$ cat config.mk
export PLATFORM = sky130hd
export DESIGN_NAME = relu_mask_gate_flat
export DESIGN_NICKNAME = d
export VERILOG_FILES = /design/src/rtl/relu_mask_gate_if.sv /design/src/rtl/relu_mask_gate.sv /design/src/flat_wrapper.sv
export SDC_FILE = /design/constraint.sdc
export NUM_CORES = 2
export LEC_CHECK = 0
export ABC_AREA = 1
export BUFFER_PORTS_ARGS = -buffer_cell sky130_fd_sc_hd__buf_2
export CORE_AREA = 4 4 608 610
export CTS_CLUSTER_SIZE = 30
export DETAILED_ROUTE_END_ITERATION = 8
export DIE_AREA = 0 0 612 614
export SYNTH_ARGS = -nofsm -noshare
export SYNTH_HDL_FRONTEND = slang
export SYNTH_SLANG_ARGS = --single-unit
$ cat constraint.sdc
create_clock -name clk -period 4.45 [get_ports clk]
set_input_delay 0.89 -clock clk [delete_from_list [all_inputs] [get_ports clk]]
set_output_delay 0.89 -clock clk [all_outputs]
set_load 0.005 [all_outputs]
$ cat src/rtl/relu_mask_gate_if.sv
// Valid/ready bundle for the ReLU mask gate: forward Z capture,
// backward gradient input and gated gradient output.
interface relu_mask_gate_if #(
    parameter int dataWidth   = 32,
    parameter int pactivation = 16
);
    localparam int VW = dataWidth * pactivation;

    logic          fwd_valid;
    logic          fwd_ready;
    logic [VW-1:0] fwd_z;
    logic          bwd_valid;
    logic          bwd_ready;
    logic [VW-1:0] bwd_grad;
    logic          out_valid;
    logic          out_ready;
    logic [VW-1:0] out_grad;

    modport master (
        output fwd_valid, fwd_z,
        output bwd_valid, bwd_grad,
        output out_ready,
        input  fwd_ready, bwd_ready,
        input  out_valid, out_grad
    );

    modport slave (
        input  fwd_valid, fwd_z,
        input  bwd_valid, bwd_grad,
        input  out_ready,
        output fwd_ready, bwd_ready,
        output out_valid, out_grad
    );
endinterface

$ cat src/rtl/relu_mask_gate.sv
// ReLU backward gate: stores per-lane positivity masks of forward Z
// vectors in a FIFO and zeroes gradient lanes whose Z was not positive.
module relu_mask_gate #(
    parameter int dataWidth   = 32,
    parameter int pactivation = 16,
    parameter int depth       = 64
) (
    input  logic                   clk,
    input  logic                   rst,
    input  logic                   en,
    input  logic                   flush,
    relu_mask_gate_if.slave        bus,
    output logic [$clog2(depth):0] mask_count,
    output logic                   full,
    output logic                   empty
);
    localparam int AW = $clog2(depth);
    localparam int CW = AW + 1;
    localparam int VW = dataWidth * pactivation;

    logic [pactivation-1:0] mask_q [depth];
    logic [AW-1:0]          wr_ptr_q, wr_ptr_d;
    logic [AW-1:0]          rd_ptr_q, rd_ptr_d;
    logic [CW-1:0]          count_q, count_d;
    logic                   out_valid_q, out_valid_d;
    logic [VW-1:0]          out_grad_q, out_grad_d;

    logic [pactivation-1:0] z_mask;
    logic [pactivation-1:0] rd_mask;
    logic [VW-1:0]          gated;
    logic                   push, pop;

    assign full       = (count_q == CW'(depth));
    assign empty      = (count_q == '0);
    assign mask_count = count_q;

    // Readies use registered count only; a pop never frees a slot the same cycle.
    assign bus.fwd_ready = en && !rst && !full;
    assign bus.bwd_ready = en && !rst && !empty && (!out_valid_q || bus.out_ready);
    assign bus.out_valid = out_valid_q;
    assign bus.out_grad  = out_grad_q;

    assign push = bus.fwd_valid && bus.fwd_ready && !flush;
    assign pop  = bus.bwd_valid && bus.bwd_ready && !flush;

    always_comb begin
        z_mask  = '0;
        gated   = '0;
        rd_mask = mask_q[rd_ptr_q];
        for (int i = 0; i < pactivation; i++) begin
            z_mask[i] = !bus.fwd_z[dataWidth*i + dataWidth-1]
                     && |bus.fwd_z[dataWidth*i +: dataWidth-1];
            gated[dataWidth*i +: dataWidth] =
                rd_mask[i] ? bus.bwd_grad[dataWidth*i +: dataWidth] : '0;
        end
    end

    always_comb begin
        wr_ptr_d    = wr_ptr_q;
        rd_ptr_d    = rd_ptr_q;
        count_d     = count_q;
        out_valid_d = out_valid_q;
        out_grad_d  = out_grad_q;
        if (en) begin
            if (flush) begin
                wr_ptr_d = '0;
                rd_ptr_d = '0;
                count_d  = '0;
                if (bus.out_ready) out_valid_d = 1'b0;
            end else begin
                if (push) wr_ptr_d = wr_ptr_q + AW'(1);
                if (pop)  rd_ptr_d = rd_ptr_q + AW'(1);
                if (push && !pop) count_d = count_q + CW'(1);
                if (pop && !push) count_d = count_q - CW'(1);
                if (pop) begin
                    out_valid_d = 1'b1;
                    out_grad_d  = gated;
                end else if (bus.out_ready) begin
                    out_valid_d = 1'b0;
                end
            end
        end
    end

    always_ff @(posedge clk) begin
        if (rst) begin
            wr_ptr_q    <= '0;
            rd_ptr_q    <= '0;
            count_q     <= '0;
            out_valid_q <= 1'b0;
            out_grad_q  <= '0;
        end else begin
            wr_ptr_q    <= wr_ptr_d;
            rd_ptr_q    <= rd_ptr_d;
            count_q     <= count_d;
            out_valid_q <= out_valid_d;
            out_grad_q  <= out_grad_d;
        end
    end

    always_ff @(posedge clk) begin
        if (push) mask_q[wr_ptr_q] <= z_mask;
    end
endmodule

$ cat src/flat_wrapper.sv
// flat-port wrapper written by rule: the top's interface ports become plain ports
module relu_mask_gate_flat 
#(
    parameter int dataWidth   = 32,
    parameter int pactivation = 16,
    parameter int depth       = 64
)
  (clk, rst, en, flush, mask_count, full, empty, bus_fwd_valid, bus_fwd_z, bus_bwd_valid, bus_bwd_grad, bus_out_ready, bus_fwd_ready, bus_bwd_ready, bus_out_valid, bus_out_grad);
  relu_mask_gate_if #(.dataWidth(dataWidth), .pactivation(pactivation)) bus_i ();
  input  logic clk;
  input  logic rst;
  input  logic en;
  input  logic flush;
  output logic [$clog2(depth):0] mask_count;
  output logic full;
  output logic empty;
  input wire logic [$bits(bus_i.fwd_valid)-1:0] bus_fwd_valid;
  input wire logic [$bits(bus_i.fwd_z)-1:0] bus_fwd_z;
  input wire logic [$bits(bus_i.bwd_valid)-1:0] bus_bwd_valid;
  input wire logic [$bits(bus_i.bwd_grad)-1:0] bus_bwd_grad;
  input wire logic [$bits(bus_i.out_ready)-1:0] bus_out_ready;
  output wire logic [$bits(bus_i.fwd_ready)-1:0] bus_fwd_ready;
  output wire logic [$bits(bus_i.bwd_ready)-1:0] bus_bwd_ready;
  output wire logic [$bits(bus_i.out_valid)-1:0] bus_out_valid;
  output wire logic [$bits(bus_i.out_grad)-1:0] bus_out_grad;
  assign bus_i.fwd_valid = bus_fwd_valid;
  assign bus_i.fwd_z = bus_fwd_z;
  assign bus_i.bwd_valid = bus_bwd_valid;
  assign bus_i.bwd_grad = bus_bwd_grad;
  assign bus_i.out_ready = bus_out_ready;
  assign bus_fwd_ready = bus_i.fwd_ready;
  assign bus_bwd_ready = bus_i.bwd_ready;
  assign bus_out_valid = bus_i.out_valid;
  assign bus_out_grad = bus_i.out_grad;
  relu_mask_gate #(.dataWidth(dataWidth), .pactivation(pactivation), .depth(depth)) u_core (.clk(clk), .rst(rst), .en(en), .flush(flush), .bus(bus_i), .mask_count(mask_count), .full(full), .empty(empty));
endmodule
* After elaboration in Yosys (flattened, before gate mapping)
Memories as Yosys holds them, arrays and structs flattened. A register that Yosys moved wholly into a read port is not among the register bits.
Index checks and enable logic that the tools add are counted.
** Cells by class
- Add/subtract/negate cells :: 4
- Equal/unequal tests :: 1
- Multiplexer cells :: 30
- Bitwise logic cells :: 1
- Reduce and logical (&&, ||, !) cells :: 74
** Operators by type and width (count)
- 32-bit 2-to-1 mux :: 16
- 31-bit OR reduction :: 16
- 6-bit 2-to-1 mux :: 6
- 1-bit logical AND :: 26
- 1-bit logical NOT :: 23
- 7-bit 2-to-1 mux :: 3
- 6-bit by 1-bit adder with 6-bit output (second input constant) :: 2
- 7-bit by 1-bit adder with 7-bit output (second input constant) :: 1
- 7-bit equality test (second input constant) :: 1
- 7-bit logical NOT :: 1
- 7-bit by 1-bit subtractor with 7-bit output (second input constant) :: 1
- 2-bit AND reduction :: 3
- 1-bit 2-to-1 mux :: 5
- 2-bit nonzero test :: 2
- 3-bit AND reduction :: 1
- 3-bit nonzero test :: 1
- 1-bit logical OR :: 1
- 1-bit inverter :: 1
** Storage, ports and cells
- Bits in registers :: 532
- Bits in writable memories :: 1024
- Input bits :: 1031
- Logic and storage cells :: 116
- Memories kept :: 1
** Memory list
- u_core.mask_q :: depth 64, width 16, read ports 1, clocked after memory_dff 1, write ports 1, line relu_mask_gate.sv:21 : logic [pactivation-1:0] mask_q [depth];

* Depth between registers and ports, before layout
- Word-level depth :: 11
- Mapped depth :: 19

* Worst setup path after synthesis
Ideal clock, no wire load.
- Path kind :: input port to flip-flop
- Start :: input bus_fwd_z[18]
- End :: memory u_core.mask_q[0][0] (data pin)
- Arrival time :: 2.917 ns
- Data required time :: 3.862 ns
- Setup slack :: 0.945 ns
- Stages on the path :: 2
- Path buffers :: 0
- Cell sequence :: nor4_1 -> a31oi_1
** Between the ends
- Cells in the longest elaborated chain, start to end :: 2
** RTL lines
- from (decl) :: line flat_wrapper.sv:18 : input wire logic [$bits(bus_i.fwd_z)-1:0] bus_fwd_z;
- 31-bit OR reduction :: line relu_mask_gate.sv:52 : && |bus.fwd_z[dataWidth*i +: dataWidth-1];
- 1-bit logical AND :: line relu_mask_gate.sv:52
- via u_core.z_mask[0] :: line relu_mask_gate.sv:28 : logic [pactivation-1:0] z_mask;
- to (decl) :: line relu_mask_gate.sv:21
The timed path passes the listed nets, and every way through them passes these cells.

==> flow_summary.toml <==
[placement]
portBuffers = 1554
gp_congestion = 1.05
dpl.hpwl_mm = 263

[die]
core_area_um2 = 364000
die_height_um = 614
die_w_um = 612
die-area_um2 = 376000
ios = 1555
start_util = 0.171
rows = 222

[global_route]
grt_pass1_wl_mm = 446
antenna_found_initial = 71
grt_pass1_vias = 49500
grt_max_degree = 238
grt_util_all_layers = 0.174
grt_overflow = 0

[logic_synthesis]
synth-seq-area-share = 0.665
syn-num-nets = 7175
ys_types = 32
synth_warnings = 0
postSynthCellCount = 6136
synth_area_um2 = 62500
synth_top_area_share = 0.492
ys_ff_latch = 1562
ys.flop_type = "edfxtp_1"
synthArstFlopShare = 0
avgSynthCellArea_um2 = 10.2
synth_edf_count = 1024
synth_area_leaders = "edfxtp_1 49%, dfxtp_1 17%, nand2_1 11%"
yosysTopAreaCell = "edfxtp_1"

[layout]
final_cell_mix = "1846 x nand2_1, 1554 x buf_2, 1024 x edfxtp_1, 887 x nand3_1, 534 x dfxtp_1"
fillers = 39600
layout_commonest_cell = "nand2_1"
multiInputGateArea_um2 = 18700
final-seq-area_um2 = 41500
finalNetCount = 8661
synthToLayoutAreaGrowth_pct = 31.4
drive_gt1_frac = 0.271

[clock_tree]
cts_hold_buffers = 0
cts.sinks = 1562
cts-root-buf = "clkbuf_16"
cts.reportedPaths.clkPinSlew_ns = 0.06
clock_latency_ns = 0.88
cts_made_buffers = 183
htreeDepth = 4
post_cts_buffers = 0
clockBufferDepth = 4
cts_tree = "done"
ctsResizeCount = 0

[power]
p_per_area_nw_per_um2 = 392
power_uw = 32200
vdd_drop_max_uv = 290
p_leak_uw = 0.0326

[drt]
drc = 0
dr.pass1.iters = 9
drtIter0Drc = 5672
vias = 53400
final_antenna_net_count = 0
wl_per_cell_um = 27.5
via_per_inst = 4.23
routed_wl_mm = 347

[timing]
min_period_over_period = 0.867
setup_tns_ns = 0
rsz0062_at_grt = "no"
report.final.slew_viol_count = 0
setup_viol = 0
tightest_slew_ns = 1.29
fin_skew_ns = 0.122
max_freq_ghz = 0.259
hold_viol = 0
slew_headroom = 0.139
min_period_ns = 3.86

[job]
cap_viol_max_count = 0

[critical_path]
critPathMaxStageDelay_ns = 0.64
crit_fanout = 83
path_cells = "buf_12 -> buf_12 -> nand2_1 -> nand3_1 -> nand3_1 -> nand2_1 -> nand2_1 -> nand3_1 -> nand3_1 -> nand2_2 -> nand2_1 -> a21oi_1"
crit_cells = 12
start_kind = "flip-flop"
worstSetupPathType = "flip-flop to flip-flop"
required_ns = 5.22
crit_buf_inv = 2
cp.arrival_ns = 4.63
cp_top_family = "simple AND/OR/NAND/NOR gates"
slowest_stage = "nand2_1"
end_kind = "flip-flop"
reg2reg_depth = 12

[worst_hold_path]
hp-class = "input port to flip-flop"
hold_depth = 3

[outcome]
status = "complete, no violations"
==> final cells by class <==
cell class | instances | share of cell area
diodes | 48 | 0.00146
clock buffers | 234 | 0.0607
clock inverters | 97 | 0.0117
inverters | 34 | 0.00206
multi-input cells | 4099 | 0.228
flip-flops and latches | 1562 | 0.506
well taps | 4816 | 0.0734
repair buffers | 1742 | 0.116
==> worst paths after layout <==
path	to	startpoint	slack, ns
setup / recovery	u_core.bus.out_grad[14]	flip-flop	0.59
hold reg to reg	u_core.bus.out_valid	u_core.bus.out_valid	0.49
setup reg to reg	u_core.bus.out_grad[14]	flip-flop	0.59
hold / removal	u_core.bus.out_grad[12]	bus_bwd_grad[12]	0.26
==> tightest hold or removal path, cell delays in order <==
cell and delay (ns):
buf_2 0.10, nand2_1 0.05, a21oi_1 0.05
==> report_power, final <==
group          leakage, uW  total, uW  internal [uW]  switching (uW)
logic               0.0161       1610            504            1110
registers           0.0135      15500          15500            36.7
clock network      0.00292      15100           8750            6340
total               0.0326      32200          24700            7480
==> cells in the mapped netlist, drive strengths merged, types with 2 or more instances <==
master and count:
nor2 100, inv 33, buf 274, nand2 1880, edfxtp 1024, nor3 21, xor2 3, clkbuf 167
o21ai 516, nand3 888, nand4 18, or2 3, nor4 112, a21oi 528, a31oi 16, nor3b 2
dfxtp 538, ha 7
==> state kept, by name (all words and copies together) (netlist names), named ones only <==
name,flops
u_core.mask_q,1024
u_core.bus.out_valid,1
u_core.wr_ptr_q,6
u_core.bus.out_grad,512
u_core.mask_count,7
u_core.rd_ptr_q,6
==> metrics by stage <==
step	cell area (um2)	hold slack [ns]	worst slack, ns	std cells	util
after global placement	76000	0.474	0.566	12300	0.209
after detailed placement	76000	0.484	0.725	12300	0.209
after CTS	82000	0.171	0.685	12600	0.225
after global routing	82000	0.208	0.465	12600	0.225
final	82100	0.260	0.594	12600	0.225
after floorplan	62500	0.463	0.945	6136	-
==> per-layer routing <==
| metal | track usage | share of wire | vias up |
|---|---|---|---|
| li1 | - | - | 24500 |
| met1 | 0.207 | 0.38 | 25800 |
| met2 | 0.281 | 0.47 | 2544 |
| met3 | 0.0614 | 0.099 | 510 |
| met4 | 0.0777 | 0.051 | 46 |
| met5 | 0.0116 | 0.0025 | - |
==> kinds of logic (layout without fill, tap and decap cells) <==
group,count (synthesis),after routing,synth area share
simple gates,3025,3025,0.207
flops,1562,1562,0.665
other cells,0,48,0
fa+ha+maj,8,8,0.00172
compound gates,1062,1062,0.0866
buf+inv,475,2107,0.0396
xor+xnor,4,4,0.000561
(Power assumes the default switching activity.)
